--- config.mk ---
export PLATFORM = sky130hd
export DESIGN_NAME = icache_fetch_buf_if
export DESIGN_NICKNAME = d
export VERILOG_FILES = /design/src/rtl/icache_fetch_buf_if.sv
export SDC_FILE = /design/constraint.sdc
export NUM_CORES = 1
export LEC_CHECK = 0
export ABC_AREA = 1
export ABC_CLOCK_PERIOD_IN_PS = 1750
export CELL_PAD_IN_SITES_DETAIL_PLACEMENT = 1
export CELL_PAD_IN_SITES_GLOBAL_PLACEMENT = 1
export CORE_ASPECT_RATIO = 0.75
export CORE_MARGIN = 1.5
export CORE_UTILIZATION = 34
export DETAILED_ROUTE_END_ITERATION = 7
export PLACE_DENSITY = 0.78
export SETUP_SLACK_MARGIN = 0.3
export SYNTH_ARGS = -nofsm -noshare
export SYNTH_HDL_FRONTEND = slang
export SYNTH_SLANG_ARGS = --single-unit
--- constraint.sdc ---
create_clock -name clk_i -period 1.75 [get_ports clk_i]
set_input_delay 0.35 -clock clk_i [delete_from_list [all_inputs] [get_ports clk_i]]
set_output_delay 0.35 -clock clk_i [all_outputs]
set_load 0.01 [all_outputs]
--- src/rtl/icache_fetch_buf_if.sv ---
`default_nettype none
// ============================================================================
// Module      : icache_fetch_buf_if
// Description : Fetch-stage front end to the instruction cache. Holds one
//               icache line in a local buffer so that sequential fetches
//               within the same line are served without an icache access.
//               Misses are forwarded to the icache; the returned line fills
//               the buffer and the requested word is returned one cycle later.
//
// Ports:
//   clk_i, rstn_i            clock / asynchronous active-low reset
//   req_*_i, req_ready_o     fetch request (vaddr, kill, buffer flush,
//                            icache invalidate)
//   icache_req_*             request channel toward the icache
//   icache_invalidate_o      forwarded icache invalidate
//   icache_resp_*, tlb_xcpt_i  icache response / instruction page fault
//   resp_*_o                 registered fetch response (single-cycle valid)
//   buffer_miss_o            one-cycle pulse per accepted line-buffer miss
//
// Revision    : 1.0 - initial release
// ============================================================================
module icache_fetch_buf_if #(
    parameter int LINE_BITS  = 128,
    parameter int INSTR_BITS = 32,
    parameter int VADDR_BITS = 40
) (
    input  logic                  clk_i,
    input  logic                  rstn_i,
    input  logic                  req_valid_i,
    input  logic [VADDR_BITS-1:0] req_vaddr_i,
    input  logic                  req_kill_i,
    input  logic                  req_flush_buf_i,
    input  logic                  req_inval_icache_i,
    output logic                  req_ready_o,
    output logic                  icache_req_valid_o,
    input  logic                  icache_req_ready_i,
    output logic [VADDR_BITS-1:0] icache_req_vaddr_o,
    output logic                  icache_req_kill_o,
    output logic                  icache_invalidate_o,
    input  logic                  icache_resp_valid_i,
    input  logic [LINE_BITS-1:0]  icache_resp_data_i,
    input  logic                  tlb_xcpt_i,
    output logic                  resp_valid_o,
    output logic [INSTR_BITS-1:0] resp_data_o,
    output logic [VADDR_BITS-1:0] resp_vaddr_o,
    output logic                  resp_page_fault_o,
    output logic                  buffer_miss_o
);

    localparam int OFS   = $clog2(LINE_BITS / 8);
    localparam int WOFS  = $clog2(INSTR_BITS / 8);
    localparam int IDX_W = OFS - WOFS;
    localparam int NW    = LINE_BITS / INSTR_BITS;
    localparam int TAG_W = VADDR_BITS - OFS;

    typedef enum logic [1:0] {
        S_IDLE      = 2'd0,
        S_WAIT_RESP = 2'd1,
        S_DRAIN     = 2'd2
    } state_t;

    state_t                  r_state;
    state_t                  w_state_nxt;

    logic                    r_buf_valid;
    logic [TAG_W-1:0]        r_buf_tag;
    logic [LINE_BITS-1:0]    r_buf_data;
    logic [VADDR_BITS-1:0]   r_vaddr;

    logic                    r_resp_valid;
    logic [INSTR_BITS-1:0]   r_resp_data;
    logic [VADDR_BITS-1:0]   r_resp_vaddr;
    logic                    r_resp_pf;

    logic                    w_req_qual;
    logic                    w_tag_hit;
    logic                    w_hit;
    logic                    w_miss_accept;
    logic                    w_kill_out;
    logic                    w_fill;
    logic                    w_deliver;
    logic                    w_deliver_pf;
    logic                    w_buf_clear;

    // Word index within a line; word 0 sits at the line LSBs.
    function automatic logic [INSTR_BITS-1:0] f_sel_word(
        input logic [LINE_BITS-1:0] line,
        input logic [IDX_W-1:0]     idx
    );
        f_sel_word = '0;
        for (int k = 0; k < NW; k++) begin
            if (idx == k[IDX_W-1:0]) begin
                f_sel_word = line[k*INSTR_BITS +: INSTR_BITS];
            end
        end
    endfunction

    assign w_req_qual  = req_valid_i & ~req_kill_i & ~req_flush_buf_i;
    assign w_tag_hit   = r_buf_valid & (r_buf_tag == req_vaddr_i[VADDR_BITS-1:OFS]);
    assign w_buf_clear = req_flush_buf_i | req_inval_icache_i;

    // ------------------------------------------------------------------
    // Next-state and control decode
    // ------------------------------------------------------------------
    always_comb begin
        w_state_nxt   = r_state;
        w_hit         = 1'b0;
        w_miss_accept = 1'b0;
        w_kill_out    = 1'b0;
        w_fill        = 1'b0;
        w_deliver     = 1'b0;
        w_deliver_pf  = 1'b0;
        case (r_state)
            S_IDLE: begin
                if (w_req_qual) begin
                    if (w_tag_hit) begin
                        w_hit = 1'b1;
                    end else if (icache_req_ready_i) begin
                        w_miss_accept = 1'b1;
                        w_state_nxt   = S_WAIT_RESP;
                    end
                end
            end
            S_WAIT_RESP: begin
                // A page fault wins over a simultaneous line response.
                if (tlb_xcpt_i) begin
                    w_deliver_pf = ~req_kill_i;
                    w_state_nxt  = S_IDLE;
                end else if (icache_resp_valid_i) begin
                    // Fill even when killed: the line itself is still good.
                    w_fill      = 1'b1;
                    w_deliver   = ~req_kill_i;
                    w_state_nxt = S_IDLE;
                end else if (req_kill_i) begin
                    w_kill_out  = 1'b1;
                    w_state_nxt = S_DRAIN;
                end
            end
            S_DRAIN: begin
                if (icache_resp_valid_i | tlb_xcpt_i) begin
                    w_state_nxt = S_IDLE;
                end
            end
            default: begin
                w_state_nxt = S_IDLE;
            end
        endcase
    end

    // ------------------------------------------------------------------
    // State register
    // ------------------------------------------------------------------
    always_ff @(posedge clk_i or negedge rstn_i) begin
        if (!rstn_i) begin
            r_state <= S_IDLE;
        end else begin
            r_state <= w_state_nxt;
        end
    end

    // ------------------------------------------------------------------
    // Line buffer and miss address
    // ------------------------------------------------------------------
    always_ff @(posedge clk_i or negedge rstn_i) begin
        if (!rstn_i) begin
            r_buf_valid <= 1'b0;
            r_buf_tag   <= '0;
            r_buf_data  <= '0;
            r_vaddr     <= '0;
        end else begin
            // Flush / invalidate override a fill landing in the same cycle.
            if (w_buf_clear) begin
                r_buf_valid <= 1'b0;
            end else if (w_fill) begin
                r_buf_valid <= 1'b1;
            end
            if (w_fill) begin
                r_buf_data <= icache_resp_data_i;
                r_buf_tag  <= r_vaddr[VADDR_BITS-1:OFS];
            end
            if (w_miss_accept) begin
                r_vaddr <= req_vaddr_i;
            end
        end
    end

    // ------------------------------------------------------------------
    // Registered response; payload holds while no response is produced
    // ------------------------------------------------------------------
    always_ff @(posedge clk_i or negedge rstn_i) begin
        if (!rstn_i) begin
            r_resp_valid <= 1'b0;
            r_resp_data  <= '0;
            r_resp_vaddr <= '0;
            r_resp_pf    <= 1'b0;
        end else begin
            r_resp_valid <= w_hit | w_deliver | w_deliver_pf;
            if (w_hit) begin
                r_resp_data  <= f_sel_word(r_buf_data, req_vaddr_i[OFS-1:WOFS]);
                r_resp_vaddr <= req_vaddr_i;
                r_resp_pf    <= 1'b0;
            end else if (w_deliver) begin
                r_resp_data  <= f_sel_word(icache_resp_data_i, r_vaddr[OFS-1:WOFS]);
                r_resp_vaddr <= r_vaddr;
                r_resp_pf    <= 1'b0;
            end else if (w_deliver_pf) begin
                r_resp_data  <= '0;
                r_resp_vaddr <= r_vaddr;
                r_resp_pf    <= 1'b1;
            end
        end
    end

    // ------------------------------------------------------------------
    // Outputs. The miss request is only raised when the icache can take
    // it, so valid mirrors ready; reset masks the combinational paths.
    // ------------------------------------------------------------------
    assign req_ready_o         = (r_state == S_IDLE);
    assign icache_req_valid_o  = w_miss_accept & rstn_i;
    assign buffer_miss_o       = w_miss_accept & rstn_i;
    assign icache_req_vaddr_o  = req_vaddr_i;
    assign icache_req_kill_o   = w_kill_out;
    assign icache_invalidate_o = req_inval_icache_i;

    assign resp_valid_o        = r_resp_valid;
    assign resp_data_o         = r_resp_data;
    assign resp_vaddr_o        = r_resp_vaddr;
    assign resp_page_fault_o   = r_resp_pf;

endmodule
`default_nettype wire

==> results.json, run 1 <==
{
  "outcome": "finished with violations",
  "violations": "negative setup slack",
  "layout_setup_ws_ps": -1008,
  "holdPathStages": 3,
  "fin_nets": 2501,
  "synth_area_per_cell_um2": 7.747,
  "path_cells": "inv_2 -> o21ai_2 -> nor2_1 -> buf_4 -> buf_6 -> buf_6 -> buf_6 -> buf_6 -> buf_6 -> buf_6 -> nand3_4 -> nor2_4 -> buf_6 -> nand2_4 -> nor2_4 -> buf_8 -> buf_6 -> buf_16 -> nand4_1 -> nand2_1 -> nand2_1 -> nand2_1",
  "yosys.area.top_type_share_pct": 48.88,
  "cts_root_buf": "clkbuf_16",
  "viasPerCell": 5.524,
  "leakage_nw": 12.16,
  "drt_iter0_drc": 1228,
  "place_ws_ps": -1099,
  "dp_hpwl_um": 37270,
  "max_freq_ghz": 0.3626,
  "synth_cell_types": 32,
  "port_buffers": 295,
  "drv_slew": 0,
  "min_period_ps": 2758,
  "yosys_warnings": 0,
  "whs_endpoint": "r_vaddr[22]",
  "gr-total-overflow": 0,
  "clk_path_buf_depth": 3,
  "crit_fanout": 5,
  "ir_drop_mv": 0.7175,
  "layout.cells.non_filler": 2919,
  "slowest_delay_ps": 400,
  "grt_max_degree": 164,
  "finalHoldViolCount": 0,
  "die_y_um": 181.1,
  "syn_inst": 1857,
  "timing.hold.ws_ps": 102.2,
  "crit-reg2reg-capture": "resp_vaddr_o[28]",
  "clk_pin_slew_ps": 60,
  "finalSetupViolations": 223,
  "hold_path.class": "in2reg",
  "drive_gt1_share_pct": 28.75,
  "seq_area_frac_synth_pct": 48.88,
  "gp_congestion": 0.8263,
  "fill_cells": 4741,
  "reg2reg_from": "r_buf_tag[1]",
  "synthTopCellsByArea": "dfrtp_1 (49%), nand2_1 (17%), o21ai_0 (8.6%)",
  "cap_violations": 0,
  "reg2reg_slack_ps": -1010,
  "critPathMostFrequentCell": "buf_6",
  "die-area_um2": 43570,
  "fp-row-count": 65,
  "placedCellCount": 2679,
  "clock-sinks": 281,
  "final_common_cell": "nand2_1",
  "hold_path_startpoint": "req_vaddr_i[22]",
  "antenna_found_initial": 4,
  "crit_path_start_kind": "register",
  "crit_buf_inv": 12,
  "io_pins": 296,
  "die_w_um": 240.5,
  "grt.total_usage_pct": 27.54,
  "grt_pass1_vias": 16000,
  "rsz0062_at_grt": "true",
  "routedWlPerCell_um": 24.67,
  "worstSetupPathType": "reg2reg",
  "coreArea_um2": 41880,
  "r2r_cells": 22,
  "drt-pass1-iter-count": 5,
  "finClkSkew_ps": 17.81,
  "synth_top_cell_by_area": "dfrtp_1",
  "cp.depth": 22,
  "final_cell_mix": "nand2_1 (524), dfrtp_1 (280), inv_1 (169)",
  "drt_wl_total_um": 72000,
  "cts_tree": "built",
  "vias": 16130,
  "synth_seq_cells": 281,
  "clock_latency_ps": 590,
  "final_antenna_net_count": 0,
  "cpMaxStageDelayCell": "dfrtp_1",
  "finalCritPeriodShare_pct": 157.6,
  "crit_family": "buffers and inverters",
  "h-tree-depth": 1,
  "p_per_area_nw_per_um2": 972.3,
  "worst_pin_slew_ps": 1029,
  "worst_ep_required_time_ps": 2260,
  "route.detailed.drc": 0,
  "syn-cell-area_um2": 14390,
  "relSlewSlack_pct": 31.41,
  "start_util_pct": 34.35,
  "cts_buffers": 31,
  "syn_nets": 2034,
  "grt_pass1_wl_um": 92910,
  "end_kind": "register",
  "area_delta_synth_final_pct": 62.10,
  "cp.arrival_ps": 3260
}
==> kinds of logic (layout without fill, tap and decap cells) <==
logic type | count (synthesis) | in the layout | synth area share (%)
simple gates | 845 | 845 | 24.76
compound gates | 380 | 380 | 15.00
buf+inv | 348 | 839 | 11.18
flops | 281 | 281 | 48.88
xor+xnor | 3 | 3 | 0.1827
other cells | 0 | 2 | 0
==> final cells by class <==
type,count,area (um2),area share [%]
multi-input combinational,1228,6703,28.74
antenna,2,5.005,0.02146
tap,569,711.9,3.053
timing repair buffer,599,7037,30.17
clock inverter,16,269.0,1.154
sequential,281,7033,30.16
inverter,183,698.2,2.994
clock buffer,41,863.3,3.702
==> sequential cells by signal (all words and copies together) (netlist names) <==
register / count
resp_data_o: 32
resp_valid_o: 1
resp_page_fault_o: 1
r_buf_data: 128
resp_vaddr_o: 40
r_state: 2
r_buf_tag: 36
r_vaddr: 40
r_buf_valid: 1
==> per-layer routing <==
layer | up-vias | share of wire [%] | track usage [%]
li1 | 7039 | - | -
met4 | 4 | 4.0 | 9.635
met1 | 8231 | 42 | 36.75
met2 | 671 | 48 | 44.77
met3 | 181 | 6.4 | 4.905
met5 | - | 0.037 | 0
==> power by group <==
part | switching, mW | internal (mW) | total [mW]
logic | 3.46 | 2.81 | 6.26
clock network | 3.02 | 4.50 | 7.52
registers | 0.956 | 7.94 | 8.89
==> worst min-delay path: cells and delay by family <==
kind / cells / cell delay [ps]
buf+inv: 2 / 230
compound gates: 1 / 70
==> timing repair <==
item                                   in CTS  in global routing
gates cloned                               22                 46
gates resized for setup                   187                626
hold buffers                                1                  0
buffers inserted                           44                 68
pin swaps                                  45                 70
endpoints found under the hold margin     135                  0
setup endpoints to repair                 399                481
==> Yosys cell counts (all sizes together) <==
cell type,n
a31o,1
inv,181
clkbuf,67
clkinv,2
o211ai,18
nor2,41
nand3b,2
dfrtp,281
nand4,114
nand2,650
nor3,1
o221ai,25
o22ai,21
a21oi,30
o2111ai,1
buf,98
nor4,1
xor2,3
o21a,32
a221oi,1
o21ai,251
nand3,36
==> worst max path at each step <==
| stage | from | to |
|---|---|---|
| after CTS | r_buf_tag[5] | buffer_miss_o |
| after global placement | req_vaddr_i[5] | buffer_miss_o |
| after floorplan | r_buf_tag[28] | icache_req_valid_o |
| after global routing | r_buf_tag[0] | resp_vaddr_o[28] |
| final | r_buf_tag[1] | resp_vaddr_o[28] |
| after detailed placement | req_vaddr_i[10] | buffer_miss_o |
==> through the flow <==
stage          utilization [%]  power [mW]  cell area [um2]  setup TNS [ps]
2_1_floorplan                -       11.19            14500          -3.738
3_3_place_gp             43.96       13.69            18410         -150430
3_5_place_dp             43.96       13.97            18410         -168830
6_report                 55.68       22.67            23320          -87990
5_1_grt                  55.67       23.60            23320         -107000
4_1_cts                  49.66       21.72            20800          -73190
Note: power is estimated with default switching activity, not from simulation.
==> inputs of run 2 (changes only) <==
ABC_CLOCK_PERIOD_IN_PS = 3330   (was 1750)
CORE_UTILIZATION = 41   (was 34)
CTS_CLUSTER_SIZE = 12   (was unset)
PLACE_DENSITY = 0.88   (was 0.78)
clock period = 3.33 ns   (was 1.75 ns; I/O delays follow)
==> run 2 against run 1 <==
Compared with the run above: the run now ends clean; flip-flop and latch count is the same; clock power shrank 55%; combinational power shrank 57%; wire length shrank 23%; final area shrank 20%; sequential power shrank 48%; final cell count shrank 12%; setup slack gained 1400 ps; via count shrank 10%; global-route usage grew 3.1 points.
==> results.json, run 2 (synthesis results as in run 1) <==
{
  "layout_setup_ws_ps": 408.4,
  "clk_path_buf_depth": 3,
  "cts_tree": "built",
  "cts_root_buf": "clkbuf_16",
  "final_cell_mix": "nand2_1 (648), dfrtp_1 (281), clkdlybuf4s50_1 (264)",
  "port_buffers": 295,
  "fin_tns_setup_ps": 0,
  "fill_cells": 4202,
  "drv_slew": 0,
  "grt_max_degree": 209,
  "viasPerCell": 5.613,
  "fp-row-count": 59,
  "drt_iter0_drc": 1100,
  "cp.arrival_ps": 2260,
  "clk_pin_slew_ps": 60,
  "timing.hold.ws_ps": 462.0,
  "io_pins": 296,
  "rsz0062_at_grt": "true",
  "startpoint": "req_vaddr_i[21]",
  "top_register": "r_buf_data",
  "start_util_pct": 41.55,
  "place_ws_ps": -337.3,
  "dpl_cell_area_um2": 17700,
  "end_kind": "output port",
  "crit_path_start_kind": "input pin",
  "vias": 14500,
  "ir_drop_mv": 0.3283,
  "clock_latency_ps": 560,
  "finClkSkew_ps": 10.21,
  "final_common_cell": "nand2_1",
  "max_freq_ghz": 0.3423,
  "die-area_um2": 36230,
  "finalCritPeriodShare_pct": 87.74,
  "worst_pin_slew_ps": 899.9,
  "grt.total_usage_pct": 30.65,
  "outcome": "completed",
  "min_period_ps": 2922,
  "fin_area_um2": 18730,
  "coreArea_um2": 34620,
  "final_antenna_net_count": 0,
  "finalSetupViolations": 0,
  "worstSetupPathType": "in2out",
  "drt-pass1-iter-count": 5,
  "crit_fanout": 4,
  "dp_hpwl_um": 36430,
  "relSlewSlack_pct": 40.01,
  "h-tree-depth": 1,
  "finalHoldViolCount": 0,
  "antenna_found_initial": 9,
  "fin_nets": 2272,
  "hold_path.class": "in2reg",
  "leakage_nw": 9.209,
  "drive_gt1_share_pct": 7.082,
  "route.detailed.drc": 0,
  "cts_buffers": 31,
  "gr-total-overflow": 0,
  "p_per_area_nw_per_um2": 573.1,
  "grt_pass1_vias": 15530,
  "largest_register_ffs": 128,
  "routedWlPerCell_um": 21.47,
  "cap_violations": 0,
  "gp_congestion": 0.8466,
  "grt_pass1_wl_um": 86440,
  "hold_path_startpoint": "req_vaddr_i[19]",
  "worst_ep_required_time_ps": 2660,
  "die_w_um": 219.3,
  "reg2reg_from": "r_vaddr[3]",
  "area_delta_synth_final_pct": 30.20,
  "clock-sinks": 281,
  "die_y_um": 165.2,
  "drt_wl_total_um": 55460
}
-- run 2: path summary, 6_finish.rpt --
kind,to,slack [ps],cells past startpoint
min in group asynchronous,r_buf_data[77],530,2
max in group asynchronous,resp_vaddr_o[18],1640,3
hold reg to reg,r_buf_data[99],460,2
setup reg to reg,resp_data_o[26],690,8
hold / removal,r_vaddr[19],460,3
setup / recovery,buffer_miss_o,410,12
-- run 2: report_power, final --
part           switching [mW]  internal [mW]  leakage [nW]  total [mW]
sequential              0.463           4.18          3.55        4.64
clock                    1.43           1.99         0.498        3.42
combinational            1.51           1.17          5.16        2.68
total                    3.40           7.34          9.21        10.7
-- run 2: worst max-delay path, cell delays in order --
cell             delay (ps)
clkdlybuf4s50_1         490
nand2_1                 130
nand2_1                  90
nor2_1                   90
nand2_1                  70
nor2_1                  110
nand2_1                  90
nor2_2                  150
nand2_2                  80
nand4_4                  80
nor2_4                   60
buf_2                   140
-- run 2: repair_timing --
action	4_1_cts	5_1_grt
pin swaps	4	8
endpoints found under the hold margin	17	0
buffers inserted	0	0
resized for setup	30	16
endpoints found under the setup margin	2	4
hold buffers	1	0
-- run 2: final cells by class --
type	count	area (um2)	share of cell area [%]
Clock inverter	11	105.1	0.5611
Tap cell	457	571.8	3.053
Antenna cell	8	20.02	0.1069
Inverter	183	694.4	3.707
Sequential cell	281	7032	37.54
Timing Repair Buffer	370	3610	19.27
Multi-Input combinational cell	1228	5809	31.02
Clock buffer	45	888.4	4.743
-- run 2: routing by layer --
| layer | GRT usage [%] | routed length [um] | vias to the layer above |
|---|---|---|---|
| li1 | - | - | 6517 |
| met5 | 0 | 0 | - |
| met2 | 48.62 | 25860 | 507 |
| met4 | 10.68 | 1627 | 0 |
| met1 | 41.80 | 24210 | 7377 |
| met3 | 6.227 | 3762 | 97 |
-- run 2: stage by stage --
stage               cells  util, %  total power, mW
floorplan            1857        -            5.884
finish               2583    54.10            10.73
detailed placement   2518    51.12            7.305
global placement     2518    51.12            7.108
global route         2582    54.09            11.31
CTS                  2575    53.95            10.78
